[config.mk]
export PLATFORM = sky130hd
export DESIGN_NAME = keypad_matrix_responder_flat
export DESIGN_NICKNAME = d
export VERILOG_FILES = /design/src/rtl/keypad_matrix_responder_if.sv /design/src/rtl/keypad_matrix_responder.sv /design/src/flat_wrapper.sv
export SDC_FILE = /design/constraint.sdc
export NUM_CORES = 1
export LEC_CHECK = 0
export BUFFER_PORTS_ARGS = -buffer_cell sky130_fd_sc_hd__buf_4
export CAP_MARGIN = 20
export CORE_MARGIN = 1
export CORE_UTILIZATION = 55
export CTS_BUF_LIST = sky130_fd_sc_hd__clkbuf_8 sky130_fd_sc_hd__clkbuf_16
export CTS_CLUSTER_SIZE = 14
export DETAILED_ROUTE_END_ITERATION = 8
export PLACE_DENSITY_LB_ADDON = 0.12
export SLEW_MARGIN = 20
export SYNTH_ARGS = -nofsm -noshare
export SYNTH_HDL_FRONTEND = slang
export SYNTH_SLANG_ARGS = --single-unit
export TNS_END_PERCENT = 10
[constraint.sdc]
create_clock -name clk_100Hz -period 2.9 [get_ports clk_100Hz]
set_input_delay 0.145 -clock clk_100Hz [delete_from_list [all_inputs] [get_ports clk_100Hz]]
set_output_delay 0.145 -clock clk_100Hz [all_outputs]
set_load 0.005 [all_outputs]
[src/rtl/keypad_matrix_responder_if.sv]
// Command channel into the keypad responder: press requests plus early abort.
// Latency: none, wires only.
// Backpressure: cmd_ready from the slave side stalls cmd_valid; nothing is dropped.
//
// Signals:
//   cmd_valid  master->slave  press command present
//   cmd_ready  slave->master  slave can accept a command this cycle
//   cmd_key    master->slave  key index, 0..8 valid
//   cmd_hold   master->slave  closed-contact duration in cycles, 0 behaves as 1
//   cmd_abort  master->slave  force early release of the current press
interface keypad_matrix_responder_if #(
    parameter int HOLD_W = 8
);
    logic              cmd_valid;
    logic              cmd_ready;
    logic [3:0]        cmd_key;
    logic [HOLD_W-1:0] cmd_hold;
    logic              cmd_abort;

    modport master (
        output cmd_valid,
        output cmd_key,
        output cmd_hold,
        output cmd_abort,
        input  cmd_ready
    );

    modport slave (
        input  cmd_valid,
        input  cmd_key,
        input  cmd_hold,
        input  cmd_abort,
        output cmd_ready
    );
endinterface

[src/rtl/keypad_matrix_responder.sv]
// Keypad-side model of a 4x4 row-scan matrix: pulls the column of a commanded key low while its row is scanned.
// Latency: contact closes SETTLE_CYC cycles after accept, stays closed max(hold,1) cycles; column responds to row same cycle.
// Backpressure: cmd_ready is high only in IDLE; a waiting cmd_valid is stalled, never lost.
//
// Ports:
//   clk_100Hz  scan clock, rising edge
//   reset      asynchronous active-low reset
//   cmd        command channel (valid/ready, key, hold, abort), slave side
//   keypadRow  active-low one-cold row select from the scanner
//   keypadCol  active-low column sense, 4'b1111 when no contact
//   busy       high whenever the FSM is not IDLE
//   done       one-cycle pulse when the contact opens (normal end or abort)
//   err        one-cycle pulse after an out-of-range key is accepted
//
// Optional feature: define KEYPAD_BOUNCE_EN to make the contact chatter (closed on even
// offsets, open on odd) during the first min(BOUNCE_CYC, hold) PRESSED cycles.
module keypad_matrix_responder #(
    parameter int SETTLE_CYC = 2,
    parameter int GAP_CYC    = 4,
    parameter int HOLD_W     = 8,
    parameter int BOUNCE_CYC = 6
) (
    input  logic                          clk_100Hz,
    input  logic                          reset,
    keypad_matrix_responder_if.slave      cmd,
    input  logic [3:0]                    keypadRow,
    output logic [3:0]                    keypadCol,
    output logic                          busy,
    output logic                          done,
    output logic                          err
);

    typedef enum logic [1:0] {
        IDLE    = 2'd0,
        SETTLE  = 2'd1,
        PRESSED = 2'd2,
        RELEASE = 2'd3
    } state_t;

    state_t            state, state_nxt;
    logic [HOLD_W-1:0] cnt, cnt_nxt;
    logic [3:0]        key_q;
    logic [HOLD_W-1:0] hold_q;
    logic              done_nxt, err_nxt, load;
    logic              end_press;
    logic [HOLD_W-1:0] hold_eff;
    logic              key_ok;
    logic [3:0]        row_pat, col_pat;
    logic              contact;

    // A zero hold still gives one closed cycle.
    assign hold_eff = (cmd.cmd_hold == '0) ? HOLD_W'(1) : cmd.cmd_hold;
    assign key_ok   = (cmd.cmd_key <= 4'd8);

    assign cmd.cmd_ready = (state == IDLE);
    assign busy          = (state != IDLE);

    // Next-state logic. end_press collects both ways out of a press (hold expiry and
    // abort) so the done pulse and gap loading live in one place.
    always_comb begin
        state_nxt = state;
        cnt_nxt   = cnt;
        done_nxt  = 1'b0;
        err_nxt   = 1'b0;
        load      = 1'b0;
        end_press = 1'b0;
        case (state)
            IDLE: begin
                if (cmd.cmd_valid) begin
                    if (key_ok) begin
                        load = 1'b1;
                        if (SETTLE_CYC == 0) begin
                            state_nxt = PRESSED;
                            cnt_nxt   = hold_eff;
                        end else begin
                            state_nxt = SETTLE;
                            cnt_nxt   = HOLD_W'(SETTLE_CYC);
                        end
                    end else begin
                        err_nxt = 1'b1;
                    end
                end
            end
            SETTLE: begin
                if (cmd.cmd_abort) begin
                    end_press = 1'b1;
                end else if (cnt <= HOLD_W'(1)) begin
                    state_nxt = PRESSED;
                    cnt_nxt   = hold_q;
                end else begin
                    cnt_nxt = cnt - HOLD_W'(1);
                end
            end
            PRESSED: begin
                if (cmd.cmd_abort || cnt <= HOLD_W'(1)) begin
                    end_press = 1'b1;
                end else begin
                    cnt_nxt = cnt - HOLD_W'(1);
                end
            end
            RELEASE: begin
                if (cnt <= HOLD_W'(1)) begin
                    state_nxt = IDLE;
                    cnt_nxt   = '0;
                end else begin
                    cnt_nxt = cnt - HOLD_W'(1);
                end
            end
            default: begin
                state_nxt = IDLE;
                cnt_nxt   = '0;
            end
        endcase

        if (end_press) begin
            done_nxt = 1'b1;
            if (GAP_CYC == 0) begin
                state_nxt = IDLE;
                cnt_nxt   = '0;
            end else begin
                state_nxt = RELEASE;
                cnt_nxt   = HOLD_W'(GAP_CYC);
            end
        end
    end

    always_ff @(posedge clk_100Hz or negedge reset) begin
        if (!reset) begin
            state  <= IDLE;
            cnt    <= '0;
            key_q  <= '0;
            hold_q <= '0;
            done   <= 1'b0;
            err    <= 1'b0;
        end else begin
            state <= state_nxt;
            cnt   <= cnt_nxt;
            done  <= done_nxt;
            err   <= err_nxt;
            if (load) begin
                key_q  <= cmd.cmd_key;
                hold_q <= hold_eff;
            end
        end
    end

    // Row r = key/3, column c = key%3; row/column 3 is never driven.
    always_comb begin
        row_pat = 4'b1111;
        col_pat = 4'b1111;
        case (key_q)
            4'd0: begin row_pat = 4'b1110; col_pat = 4'b1110; end
            4'd1: begin row_pat = 4'b1110; col_pat = 4'b1101; end
            4'd2: begin row_pat = 4'b1110; col_pat = 4'b1011; end
            4'd3: begin row_pat = 4'b1101; col_pat = 4'b1110; end
            4'd4: begin row_pat = 4'b1101; col_pat = 4'b1101; end
            4'd5: begin row_pat = 4'b1101; col_pat = 4'b1011; end
            4'd6: begin row_pat = 4'b1011; col_pat = 4'b1110; end
            4'd7: begin row_pat = 4'b1011; col_pat = 4'b1101; end
            4'd8: begin row_pat = 4'b1011; col_pat = 4'b1011; end
            default: begin row_pat = 4'b1111; col_pat = 4'b1111; end
        endcase
    end

`ifdef KEYPAD_BOUNCE_EN
    // Offset within the current PRESSED phase; restarts at 0 on every entry.
    logic [HOLD_W-1:0] off_q;

    always_ff @(posedge clk_100Hz or negedge reset) begin
        if (!reset) begin
            off_q <= '0;
        end else if (state == PRESSED && state_nxt == PRESSED) begin
            off_q <= off_q + HOLD_W'(1);
        end else begin
            off_q <= '0;
        end
    end

    // off_q never reaches hold inside PRESSED, so comparing against BOUNCE_CYC alone
    // already yields the min(BOUNCE_CYC, hold) window.
    assign contact = (state == PRESSED) &&
                     ((int'(off_q) >= BOUNCE_CYC) || !off_q[0]);
`else
    wire unused_bounce_cyc = (BOUNCE_CYC != 0);
    assign contact = (state == PRESSED);
`endif

    // Combinational from registered state so the scanner sees the response in the
    // same cycle it drives the row; multi-low rows never match.
    assign keypadCol = (contact && keypadRow == row_pat) ? col_pat : 4'b1111;

endmodule

[src/flat_wrapper.sv]
// flat-port wrapper written by rule: the top's interface ports become plain ports
module keypad_matrix_responder_flat 
#(
    parameter int SETTLE_CYC = 2,
    parameter int GAP_CYC    = 4,
    parameter int HOLD_W     = 8,
    parameter int BOUNCE_CYC = 6
)
  (clk_100Hz, reset, keypadRow, keypadCol, busy, done, err, cmd_cmd_valid, cmd_cmd_key, cmd_cmd_hold, cmd_cmd_abort, cmd_cmd_ready);
  keypad_matrix_responder_if #(.HOLD_W(HOLD_W)) cmd_i ();
  input  logic clk_100Hz;
  input  logic reset;
  input  logic [3:0] keypadRow;
  output logic [3:0] keypadCol;
  output logic busy;
  output logic done;
  output logic err;
  input wire logic [$bits(cmd_i.cmd_valid)-1:0] cmd_cmd_valid;
  input wire logic [$bits(cmd_i.cmd_key)-1:0] cmd_cmd_key;
  input wire logic [$bits(cmd_i.cmd_hold)-1:0] cmd_cmd_hold;
  input wire logic [$bits(cmd_i.cmd_abort)-1:0] cmd_cmd_abort;
  output wire logic [$bits(cmd_i.cmd_ready)-1:0] cmd_cmd_ready;
  assign cmd_i.cmd_valid = cmd_cmd_valid;
  assign cmd_i.cmd_key = cmd_cmd_key;
  assign cmd_i.cmd_hold = cmd_cmd_hold;
  assign cmd_i.cmd_abort = cmd_cmd_abort;
  assign cmd_cmd_ready = cmd_i.cmd_ready;
  keypad_matrix_responder #(.SETTLE_CYC(SETTLE_CYC), .GAP_CYC(GAP_CYC), .HOLD_W(HOLD_W), .BOUNCE_CYC(BOUNCE_CYC)) u_core (.clk_100Hz(clk_100Hz), .reset(reset), .cmd(cmd_i), .keypadRow(keypadRow), .keypadCol(keypadCol), .busy(busy), .done(done), .err(err));
endmodule
# After elaboration in Yosys (flattened, before gate mapping)
# Memory sizes are Yosys's and may differ from the RTL's.
# Cells that the tools add are included.
# Widths: inputs -> output; s select.
[totals] register_bits=24 mem_count=1 mem_bits_ro=96 out_inout_bits=8
[memory_table] memory="(name not given)" words=16 word_bits=6 rd=1 rd_clocked_by_memory_dff=0 write_ports=0 line="keypad_matrix_responder.sv:151" text="case (key_q)"
[classes] magnitude_cmp=2 reduce_logical=8 n_addsub=1 n_mux=27 n_eq_ne=10
[ops] cell="$mux 8" n=8
[ops] cell="$pmux 8 s4" n=1
[ops] cell="$mux 2" n=6
[ops] cell="$mux 1" n=9
[ops] cell="$ne 3x1->1 const B" n=3
[ops] cell="$ne 3x2->1 const B" n=3
[ops] cell="$le 8x1->1 const B" n=1
[ops] cell="$logic_not 8->1" n=1
[ops] cell="$sub 8x1->8 const B" n=1
[ops] cell="$pmux 2 s3" n=1
[ops] cell="$reduce_and 6->1" n=1
[ops] cell="$eq 2x2->1 const B" n=2
[ops] cell="$eq 4x4->1" n=1
[ops] cell="$le 4x4->1 const B" n=1
[ops] cell="$mux 4" n=1
[ops] cell="$reduce_and 4->1" n=1
[ops] cell="$reduce_bool 4->1" n=1
[ops] cell="$eq 2x1->1 const B" n=1
[ops] cell="$logic_not 2->1" n=1
[ops] cell="$pmux 1 s2" n=1
[ops] cell="$reduce_bool 2->1" n=1
[ops] cell="$logic_and 1x1->1" n=1
[ops] cell="$logic_or 1x1->1" n=1

# Depth between registers and ports, before layout
[depth] depth_word=6 depth_mapped=8

# Least setup slack after synthesis
# OpenSTA, ideal clock, no wires.
[synth_path] path_kind="register -> register" from="reg u_core.cnt[0]" to="reg u_core.cnt[6]" path_buffers=0 arrival_time_ps=1870 path_stages_with_launch=8 slack_ps=910 path_cell_list="dfrtp_1 > inv_1 > ha_1 > or2_2 > a41oi_4 > mux2i_4 > o32ai_1 > a31o_1"
[synth_via] elab_chain_len=6
[synth_rtl] item="from (decl)" line="keypad_matrix_responder.sv:41" text="logic [HOLD_W-1:0] cnt, cnt_nxt;"
[synth_rtl] item="from (signal assigned)" line="keypad_matrix_responder.sv:137" text="cnt <= cnt_nxt;"
[synth_rtl] item="$le 8x1->1" line="keypad_matrix_responder.sv:87, keypad_matrix_responder.sv:95, keypad_matrix_responder.sv:102"
[synth_rtl] item="$logic_or 1x1->1" line="keypad_matrix_responder.sv:95" text="if (cmd.cmd_abort || cnt <= HOLD_W'(1)) begin"
[synth_rtl] item="$mux 1" line="keypad_matrix_responder.sv:95"
[synth_rtl] item="$pmux 1 s2" line="keypad_matrix_responder.sv:67" text="case (state)"
[synth_rtl] item="$ne 3x2->1 (no source line) or $ne 3x1->1 (tied branches)"
[synth_rtl] item="$reduce_and 4->1 (no source line)"
# Parallel ways exist; a longest one is shown, timed or not. The select of a mux whose other input is x is not followed.
# A chain may end at the register's enable or synchronous reset.

# Worst setup path in the final report
[layout_path] from="reg u_core.key_q[1]" to="out keypadCol[0]"
[layout_via] elab_chain_len=4
[layout_rtl] item="from (decl)" line="keypad_matrix_responder.sv:42" text="logic [3:0] key_q;"
[layout_rtl] item="from (signal assigned)" line="keypad_matrix_responder.sv:141" text="key_q <= cmd.cmd_key;"
[layout_rtl] item="$mem_v2 16x6 (*)"
[layout_rtl] item="$eq 4x4->1" line="keypad_matrix_responder.sv:190" text="assign keypadCol = (contact && keypadRow == row_pat) ? col_pat : 4'b1111;"
[layout_rtl] item="$logic_and 1x1->1" line="keypad_matrix_responder.sv:190"
[layout_rtl] item="$mux 4 (*)" line="keypad_matrix_responder.sv:190"
[layout_rtl] item="to (decl)" line="flat_wrapper.sv:14" text="output logic [3:0] keypadCol;"
# Mark *: on every way between the ends. The rest lies on a longest branch, timed or not.

==> flow_results.org <==
** Status
- Result of the run :: finished, final reports clean

** Cells and area
- After the last flow step, the layout net total stands at approximately 230.
- Compared with the post-synthesis result, the final layout area differs by 16.91%.
- Non-filler instance count after layout :: between 200 and 250
- In the final layout, the share of cells above drive strength 1 is between 20% and 30%.
- Multi-input gate area in the final layout :: 924.6 sq um
- Filler instances :: around 220
- Count of antenna diodes in the layout :: 0
- Registers take roughly 600 sq um.

** Power
- Clock power frac :: 10.3%
- Sw Pwr :: approximately 1000 uW
- Cell internal power was estimated by the tool at 1.165 mW.
- Part of the power in registers :: 30.0%
- Net switching is about 46% of the power.
- Power share of the combinational group :: about three fifths
- For this design the ratio of total power to cell area is 1152 nW/um^2.
- Summing internal, switching and leakage power gives 2.163 mW.
- Summed over all cells, the static leakage comes to 0.8343 nW.
- Maximum vdd drop :: between 0.7 and 0.8 mV

** Synthesis
- Fraction of post-synthesis cell area in the top cell type by area :: between 30% and 40%
- Yosys warns :: 0
- Cell types with the largest area share after synthesis :: sky130_fd_sc_hd__dfrtp_1 37%, sky130_fd_sc_hd__ha_1 8.6%, sky130_fd_sc_hd__mux2_2 5.6%
- sky130_fd_sc_hd__dfrtp_1 takes more of the synthesized area than any other cell.
- Counting flops with an async set or reset pin after synthesis yields a share of 100.0%.
- In this run, synthesis inferred 0 flip-flops with an integrated enable.
- Synthesized area per cell :: approximately 9.6 sq um
- Of the synthesized area, sequential elements account for approximately 37%.
- In this run, synthesis produced a sequential element count of 24.
- The number of different library cells used by synthesis comes to 46.
- Count of mapped cells out of synthesis :: roughly 170
- The mapped netlist covers 1605 sq um.
- By count the netlist is led by 24 x sky130_fd_sc_hd__dfrtp_1, 14 x sky130_fd_sc_hd__nand2_1, 13 x sky130_fd_sc_hd__o21ai_0.
- Most frequently used cell type in the post-synthesis netlist :: sky130_fd_sc_hd__dfrtp_1
- Synth Flop Type :: sky130_fd_sc_hd__dfrtp_1
- Syn Nets :: around 200

** Timing
- Worst-case headroom to the max-slew limit :: roughly three fifths
- RSZ-0062 raised after global routing :: no
- The final hold violation count is 0.
- Based on the critical path, the design can be clocked at up to 441.5 MHz.
- Clk_skew :: 0.003606 ns
- The number of max-slew violations in the final report is 0.
- Slew at the pin closest to its max-slew limit :: around 0.60 ns
- Adding up every negative setup slack in the final design gives 0 ns.
- The final critical path takes up between 70 and 80% of the cycle.
- Setup violations remaining at the end of the flow were counted as 0.
- The worst path needs ~2.3 ns of the cycle, external delays included.

** Routing
- Detailed Route WL :: roughly 3600 microns
- Wire length on met2 :: between 1500 and 2000 microns
- The detailed router finished its first iteration with 60 violations.
- In the routed design, unresolved DRC markers number 0.
- Total iterations of the first detailed-routing run :: 4
- After detailed routing, the wire length on met1 is 1706 microns.
- WL per Instance :: about 16 microns
- The highest layer touched by signal routing is met4.
- The count of nets left with antenna violations once routing finished came out at 0.
- Routed vias/inst :: between 6 and 7
- Summed over all nets, wire length on met3 after detailed routing comes to approximately 180 microns.
- Total number of vias :: 1,358

** CTS
- Counting along the longest clock path gives a buffer depth of 2.
- For this design, the sink count on the clock tree is 24.
- After clock tree synthesis, the clock-pin slew on the worst setup and hold paths is roughly 0.080 ns.
- In this run the number of H-tree levels came out at 1.
- Clock root cell :: sky130_fd_sc_hd__clkbuf_8
- Insertion delay of the later-clocked pin in the worst-skew pair :: 0.26 ns
- TritonCTS built the clock tree.
- Counting the buffers created by CTS gives 3.
- Buffers added to address setup during post-CTS repair amount to 0.

** Placed design
- Once placement completed, the tool counted placed cells totaling 220.
- Half-perimeter wire length after placement :: between 2000 and 3000 microns
- Routability-driven placement finished with a final weighted congestion of between 0.9 and 1.
- The count of buffers added on input and output ports is 26.

** Setup path
- Crit-path max FO :: 6
- For the worst setup path, the data required time is about 2.8 ns.
- At the worst endpoint, the arrival time is around 2.1 ns.
- Crit start category :: register
- The worst setup path is captured at an output port.
- Setup CP Type :: register to output port

** Die
- Die Y :: roughly 56 microns
- IO Count :: 28
- Floorplan die width :: roughly 56 microns
- For this configuration, the core starts out at a cell density of around three fifths.
- Placement row count :: 19
- The floorplan step defined a die boundary enclosing ~3100 sq um.
- Core Box Area :: between 2000 and 3000 sq um

** Run
- Max-Cap Viols :: 0

** Global route
- Global routing used between 20% and 30% of the available tracks.
- Via count of the first global-routing pass :: roughly 1,300
- Leftover overflow at the end of global routing :: 0
- Entering global routing, the biggest net connects 25 pins.
- Global-route wire length before repair :: ~6200 microns
- The initial antenna violation count came to 0.

** Min path
- Hold WC Path Type :: primary input to register
## routing by layer
metal / vias to the layer above / global-route usage [%]
li1: 658 / -
met1: 639 / 35.81
met2: 56 / 39.12
met3: 5 / 2.791
met4: 0 / 9.408
met5: - / 0
## sequential cells by signal, summed over array words and instances (netlist names)
signal	count
u_core.cnt	8
u_core.hold_q	8
u_core.key_q	4
u_core.state	2
u_core.done	1
u_core.err	1
## what timing repair did
action | in CTS | in global routing
hold buffers | 1 | 0
gates resized for setup | 0 | 0
endpoints found under the hold margin | 24 | 0
## area by class of cell
class	instances	share of cell area (%)
Clock buffer	4	2.933
Inverter	12	2.400
Sequential cell	24	32.00
Multi-Input combinational cell	126	49.27
Tap cell	31	2.067
Timing Repair Buffer	28	11.33
## final timing paths
path / startpoint / endpoint / slack, ns / cells after the start
setup / recovery: u_core.key_q[1]$_DFFE_PN0P_ / keypadCol[0] / 0.64 / 7
hold / removal: cmd_cmd_key[0] / u_core.key_q[0]$_DFFE_PN0P_ / 0.1 / 3
setup reg to reg: u_core.cnt[0]$_DFFE_PN0P_ / u_core.cnt[6]$_DFFE_PN0P_ / 0.70 / 7
hold reg to reg: u_core.hold_q[2]$_DFFE_PN0P_ / u_core.hold_q[2]$_DFFE_PN0P_ / 0.53 / 1
max in group asynchronous: reset / u_core.hold_q[7]$_DFFE_PN0P_ / 2.36 / 2
min in group asynchronous: reset / u_core.state[0]$_DFFE_PN0P_ / 0.31 / 2
## logic make-up (layout without fill, tap and decap cells)
family	count (synthesis)	in the layout	share of synthesized area, %
other	1	1	0.2336
AOI/OAI and AO/OA	43	43	19.10
xor gates and xnor gates	5	5	2.728
adders and majority gates	11	11	8.574
buffers and inverters	18	44	4.988
and+or+nand+nor	53	53	17.46
DFF	24	24	37.41
muxes	13	13	9.509
## cells in the final DEF (no fill, tap or decap), drive strengths merged, types with 2 or more instances in the layout
cell     count
a21oi        8
a32oi        3
a41oi        2
and2         3
buf         27
clkbuf       4
dfrtp       24
ha          11
inv         12
mux2         8
mux2i        5
nand2       14
nand2b       2
nand3        2
nand3b       3
nor2        11
nor3         8
nor4         4
o21ai       13
o22ai        2
o2bb2ai      3
o31ai        3
xnor2        4
## stage by stage
step                      worst slack [ns]  area, sq um  hold WS, ns  utilization (%)
after floorplan                     0.9103         1605      -0.1506                -
after global placement              0.7943         1812      0.06123            65.70
after detailed placement            0.7229         1812      0.06337            65.70
after CTS                           0.6223         1877       0.1006            68.06
after global routing                0.4278         1877       0.1040            68.06
final                               0.6351         1877      0.09955            68.06
## worst max-delay path, stage by stage, from the launching register on
cell and delay (ns):
sky130_fd_sc_hd__dfrtp_1 0.45, sky130_fd_sc_hd__ha_1 0.20, sky130_fd_sc_hd__nor3_1 0.25, sky130_fd_sc_hd__xor2_1 0.17, sky130_fd_sc_hd__nand3_1 0.11, sky130_fd_sc_hd__nor4_1 0.44
sky130_fd_sc_hd__nand2_1 0.09, sky130_fd_sc_hd__buf_4 0.15
## power by group through the flow
stage	Combinational, mW	Clock [mW]	Sequential [mW]
floorplan	1.03	0	0.569
global placement	1.25	0	0.640
detailed placement	1.26	0	0.649
CTS	1.27	0.229	0.643
global route	1.42	0.243	0.669
finish	1.29	0.222	0.648
Power figures use the tool's default switching activity.
